### src/rtl/io_pkg.sv
// Shared definitions for the memory-mapped I/O port blocks (input and output side).
// Address codes are addr[7:2] within the 80h..8Ch window.
package io_pkg;

    localparam int NUM_OUT_PORTS = 3;

    localparam logic [5:0] IO_PORT0_SEL  = 6'b100000;
    localparam logic [5:0] IO_PORT1_SEL  = 6'b100001;
    localparam logic [5:0] IO_PORT2_SEL  = 6'b100010;
    localparam logic [5:0] IO_STATUS_SEL = 6'b100011;

    // STATUS word field positions
    localparam int STAT_VALID_LSB = 0;
    localparam int STAT_OVR_LSB   = 8;

    typedef logic [NUM_OUT_PORTS-1:0] port_mask_t;

endpackage

### src/rtl/io_output_mux.sv
// Combinational read-back selector for the output-port block; unmapped codes read 0.
module io_output_mux
    import io_pkg::*;
(
    input  logic [31:0] port0,
    input  logic [31:0] port1,
    input  logic [31:0] port2,
    input  logic [31:0] status,
    input  logic [5:0]  sel_addr,
    output logic [31:0] y
);

    always_comb begin
        y = 32'h0;
        case (sel_addr)
            IO_PORT0_SEL:  y = port0;
            IO_PORT1_SEL:  y = port1;
            IO_PORT2_SEL:  y = port2;
            IO_STATUS_SEL: y = status;
            default:       y = 32'h0;
        endcase
    end

endmodule

### src/rtl/io_output_reg.sv
// CPU-writable output port registers with valid/ack handshake, sticky overrun
// flags (W1C through STATUS) and combinational read-back.
module io_output_reg
    import io_pkg::*;
#(
    parameter logic [31:0] OUT_RESET = 32'h0000_0000
) (
    input  logic        io_clk,
    input  logic        reset,
    input  logic [31:0] addr,
    input  logic [31:0] datain,
    input  logic        write_io_enable,
    input  logic [2:0]  out_ack,
    output logic [31:0] out_port0,
    output logic [31:0] out_port1,
    output logic [31:0] out_port2,
    output logic [2:0]  out_valid,
    output logic [31:0] io_read_data
);

    logic [5:0] sel;
    logic [NUM_OUT_PORTS-1:0][31:0] port_q;
    port_mask_t valid_q, ovr_q, wr_port, ovr_set, ovr_clr;
    logic status_wr;
    logic [31:0] status_word;
    logic unused_addr;

    assign sel         = addr[7:2];
    assign unused_addr = ^{addr[31:8], addr[1:0]};
    assign status_wr   = write_io_enable && (sel == IO_STATUS_SEL);

    genvar gi;
    generate
        for (gi = 0; gi < NUM_OUT_PORTS; gi++) begin : g_dec
            assign wr_port[gi] = write_io_enable && (sel == IO_PORT0_SEL + 6'(gi));
        end
    endgenerate

    // An ack arriving with the write means the consumer took the old data: no overrun.
    assign ovr_set = wr_port & valid_q & ~out_ack;
    assign ovr_clr = status_wr ? datain[STAT_OVR_LSB +: NUM_OUT_PORTS] : '0;

    always_ff @(posedge io_clk) begin
        if (reset) begin
            for (int i = 0; i < NUM_OUT_PORTS; i++) port_q[i] <= OUT_RESET;
            valid_q <= '0;
            ovr_q   <= '0;
        end else begin
            for (int i = 0; i < NUM_OUT_PORTS; i++)
                if (wr_port[i]) port_q[i] <= datain;
            valid_q <= wr_port | (valid_q & ~out_ack);
            ovr_q   <= (ovr_q & ~ovr_clr) | ovr_set;
        end
    end

    always_comb begin
        status_word = 32'h0;
        status_word[STAT_VALID_LSB +: NUM_OUT_PORTS] = valid_q;
        status_word[STAT_OVR_LSB   +: NUM_OUT_PORTS] = ovr_q;
    end

    io_output_mux u_mux (
        .port0    (port_q[0]),
        .port1    (port_q[1]),
        .port2    (port_q[2]),
        .status   (status_word),
        .sel_addr (sel),
        .y        (io_read_data)
    );

    assign out_port0 = port_q[0];
    assign out_port1 = port_q[1];
    assign out_port2 = port_q[2];
    assign out_valid = valid_q;

endmodule

### config.mk
export PLATFORM = sky130hd
export DESIGN_NAME = io_output_reg
export DESIGN_NICKNAME = d
export VERILOG_FILES = /design/src/rtl/io_pkg.sv /design/src/rtl/io_output_mux.sv /design/src/rtl/io_output_reg.sv
export SDC_FILE = /design/constraint.sdc
export NUM_CORES = 1
export LEC_CHECK = 0
export CORE_AREA = 5 5 130 132
export CTS_CLUSTER_SIZE = 8
export DETAILED_ROUTE_END_ITERATION = 12
export DIE_AREA = 0 0 135 137
export GPL_ROUTABILITY_DRIVEN = 0
export GPL_TIMING_DRIVEN = 0
export SLEW_MARGIN = 25
export SYNTH_ARGS = -nofsm -noshare
export SYNTH_HDL_FRONTEND = slang
export SYNTH_SLANG_ARGS = --single-unit
### constraint.sdc
create_clock -name io_clk -period 2.15 [get_ports io_clk]
set_input_delay 0.3225 -clock io_clk [delete_from_list [all_inputs] [get_ports io_clk]]
set_output_delay 0.3225 -clock io_clk [all_outputs]
set_load 0.02 [all_outputs]
==> impl_metrics.toml <==
[run_status]
outcome = "finished clean"

[global_routing]
grt_usage_pct = 21.78
grtUsageMet1_pct = 28.92
grt_max_degree = 18
first_global_vias = 5332
grt.overflow.total = 0
grt_busiest_layer = "met2"
antenna_found_initial = 1
grt_use_met2_pct = 36.30
grt_util_met3_pct = 3.235
grt_pass1_wl_um = 31260

[setup_path]
path_delay_family = "buffers and inverters"
cp_common_cell = "clkbuf_16"
cp-start-kind = "primary input"
crit_chain = "dlygate4sd2_1, or4b_4, clkbuf_16, clkbuf_16, nor2_1, buf_4"
critPathSlowestCell = "or4b_4"
crit_required_ns = 1.83
cp_max_fo = 10
crit_type = "in -> out"
max_stage_delay_ns = 0.60
arrival_ns = 1.82
path_buf_inv = 4
endpoint_kind = "output pin"

[sta]
worst_pin_slew_ns = 0.6794
hold_ws_ns = 0.4162
hold_viol = 0
max_freq_mhz = 466.6
slew_headroom_pct = 54.71
final.min_clock_period_ns = 2.143
period_share_pct = 99.68
final.setup_skew_ns = 0.003036
rsz0062_at_grt = "yes"
setup-violations-final = 0
final_max_slew_viol_count = 0

[clock_network]
cts_tree = "done"
clkSinkCount = 102
worst_skew_pair.late_latency_ns = 0.34
clk_path_buf_depth = 2
htreeDepth = 3
cts-root-buf = "clkbuf_16"
path_clk_slew_ns = 0.08
cts-buffers-inserted = 9
ctsHoldBuffers = 0

[power]
total_leakage_power_nw = 2.435
ir_worst_vdd_mv = 0.4143
cellPowerDensity_nw_per_um2 = 556.1

[synth]
synthArstFlopShare_pct = 0
syn-num-nets = 647
yosysWarnings = 0
synth_area_um2 = 4717
synth_cells = 577
yosysUniqueCellTypes = 26
synth_edf_count = 0
synthFlopType = "dfxtp_1"
yosysSeqAreaShare_pct = 43.29
syn_area_per_cell_um2 = 8.175
synth-seq-cells = 102

[drt]
via_per_inst = 5.443
dr.pass1.iters = 5
antenna_left = 0
drc = 0
drt_iter0_drc = 498
route.vias.total = 5389
routed_wl_um = 21020
wl_per_cell_um = 21.23

[final_layout]
areaGrowthSynthToFinish_pct = 54.43
utilization_pct = 46.70
fillers = 1530
drive_above_1_share_pct = 12.68
nets = 838

[floorplanning]
die-height_um = 137
initial_core_util_pct = 30.24
fp.dieW_um = 135
dieArea_um2 = 18500
core-area_um2 = 15600
ioPinCount = 201
rows = 46

[run]
cap_violations = 0

[place]
place_hpwl_um = 14920
io_buffers = 172

[min_path]
hold_path.class = "in -> reg"
[cells in the final DEF, fill, tap and decap left out, types with 2 or more instances in the layout]
master           netlist  routed
a21oi_1               99      99
a2bb2oi_1             26      25
a311oi_1               3       3
and2_1                 6       6
and3b_1                2       2
buf_2                  1       4
buf_4                  0      26
buf_6                  2       9
clkbuf_1              58      44
clkbuf_16              0      14
clkbuf_2               0       5
clkbuf_8               0       5
clkdlybuf4s15_2        0       4
clkdlybuf4s50_1        0     135
dfxtp_1              102     102
dlygate4sd2_1          0      11
inv_1                  3       3
inv_6                  0       2
mux2i_1               26      26
mux4_2                 6       6
nand2_1                4       4
nand2b_1               3       3
nand3_1               96      96
nand3b_1               2       2
nor2_1                27      14
nor2_2                 0       9
nor2_4                 0       4
o21ai_0               96      96
o31a_1                 2       2
[report_power, final]
group | switching (W) | internal [W] | total, W
registers | 0.00000651 | 0.00189 | 0.00190
clock network | 0.000778 | 0.000945 | 0.00172
logic | 0.000257 | 0.000170 | 0.000427
total | 0.00104 | 0.00301 | 0.00405
[kinds of logic (layout without fill, tap and decap cells)]
group	after synthesis	after routing	synth area share, %
other	0	1	0
multiplexers	32	32	8.382
flip-flops	102	102	43.29
buffers and inverters	71	267	5.995
AO/OA/AOI/OAI	227	227	26.68
AND/OR/NAND/NOR	145	145	15.65
[sequential cells by signal, summed over array words and instances (netlist names)]
| name | cells |
|---|---|
| ovr_q | 3 |
| out_port2 | 32 |
| out_port1 | 32 |
| out_port0 | 32 |
| out_valid | 3 |
[metrics by stage]
stage,instances,setup TNS (ns),total power (W),setup slack [ns],area (um^2)
5_1_grt,990,-0.2340,0.004146,-0.03793,7284
3_5_place_dp,965,-78.00,0.002331,-1.317,6709
2_1_floorplan,577,0,0.002117,0.02320,4717
6_report,990,0,0.004051,0.006778,7284
4_1_cts,989,0,0.004033,0.009467,7203
3_3_place_gp,965,-74.70,0.002327,-1.372,6709
[final cells by class]
class / instances / area (um^2) / share of cell area, %
plain buffers: 66 / 429.2 / 5.891
clock inverters: 6 / 68.82 / 0.9447
repair buffers: 182 / 1758 / 24.13
flip-flops and latches: 102 / 2042 / 28.03
well taps: 216 / 270.3 / 3.710
inverters: 3 / 11.26 / 0.1546
multi-input cells: 404 / 2464 / 33.82
clock buffers: 10 / 239.0 / 3.281
diodes: 1 / 2.502 / 0.03435
[Yosys cell counts, types with 2 or more instances]
cell type  instances  area (um^2)
clkbuf_1          58        217.7
and3b_1            2        17.52
nand3_1           96        480.5
o31a_1             2        17.52
buf_6              2        22.52
nor2_1            27        101.4
mux2i_1           26        260.3
a2bb2oi_1         26        227.7
o21ai_0           96        480.5
inv_1              3        11.26
mux4_2             6        135.1
a21oi_1           99        495.5
buf_1              7        26.28
nand2b_1           3        18.77
dfxtp_1          102         2042
nand2_1            4        15.01
nand3b_1           2        15.01
a311oi_1           3        26.28
and2_1             6        37.54
[path summary, 6_finish.rpt]
check	startpoint	to	slack, ns	cells past startpoint
setup / recovery	addr[6]	io_read_data[5]	0.007	6
hold / removal	reset	out_port0[24]$_SDFFE_PP0P_	0.42	2
setup reg to reg	out_valid[2]$_SDFF_PP0_	ovr_q[2]$_SDFF_PP0_	0.95	3
hold reg to reg	out_port0[8]$_SDFFE_PP0P_	out_port0[8]$_SDFFE_PP0P_	0.49	2
[timing repair]
action                     in CTS  in global routing
pin swaps                       1                  0
gates resized for setup       182                 33
cloned                          0                  0
setup endpoints to repair      85                 52
buffers inserted               10                  0
[worst register-to-register path: cells and delay by family, from the launching register on]
family	cells	cell delay [ns]
AOI/OAI and AO/OA	2	0.56
DFF	1	0.43
and+or+nand+nor	1	0.12
[per-layer routing]
layer  vias to the layer above  part of all wire (%)  routed length, um
met4                         0                   2.2                461
li1                       2481                     -                  -
met5                         -                     0                  0
met2                       277                    49              10190
met1                      2595                    42               8841
met3                        36                   7.2               1521
Note: power is estimated with default switching activity, not from simulation.
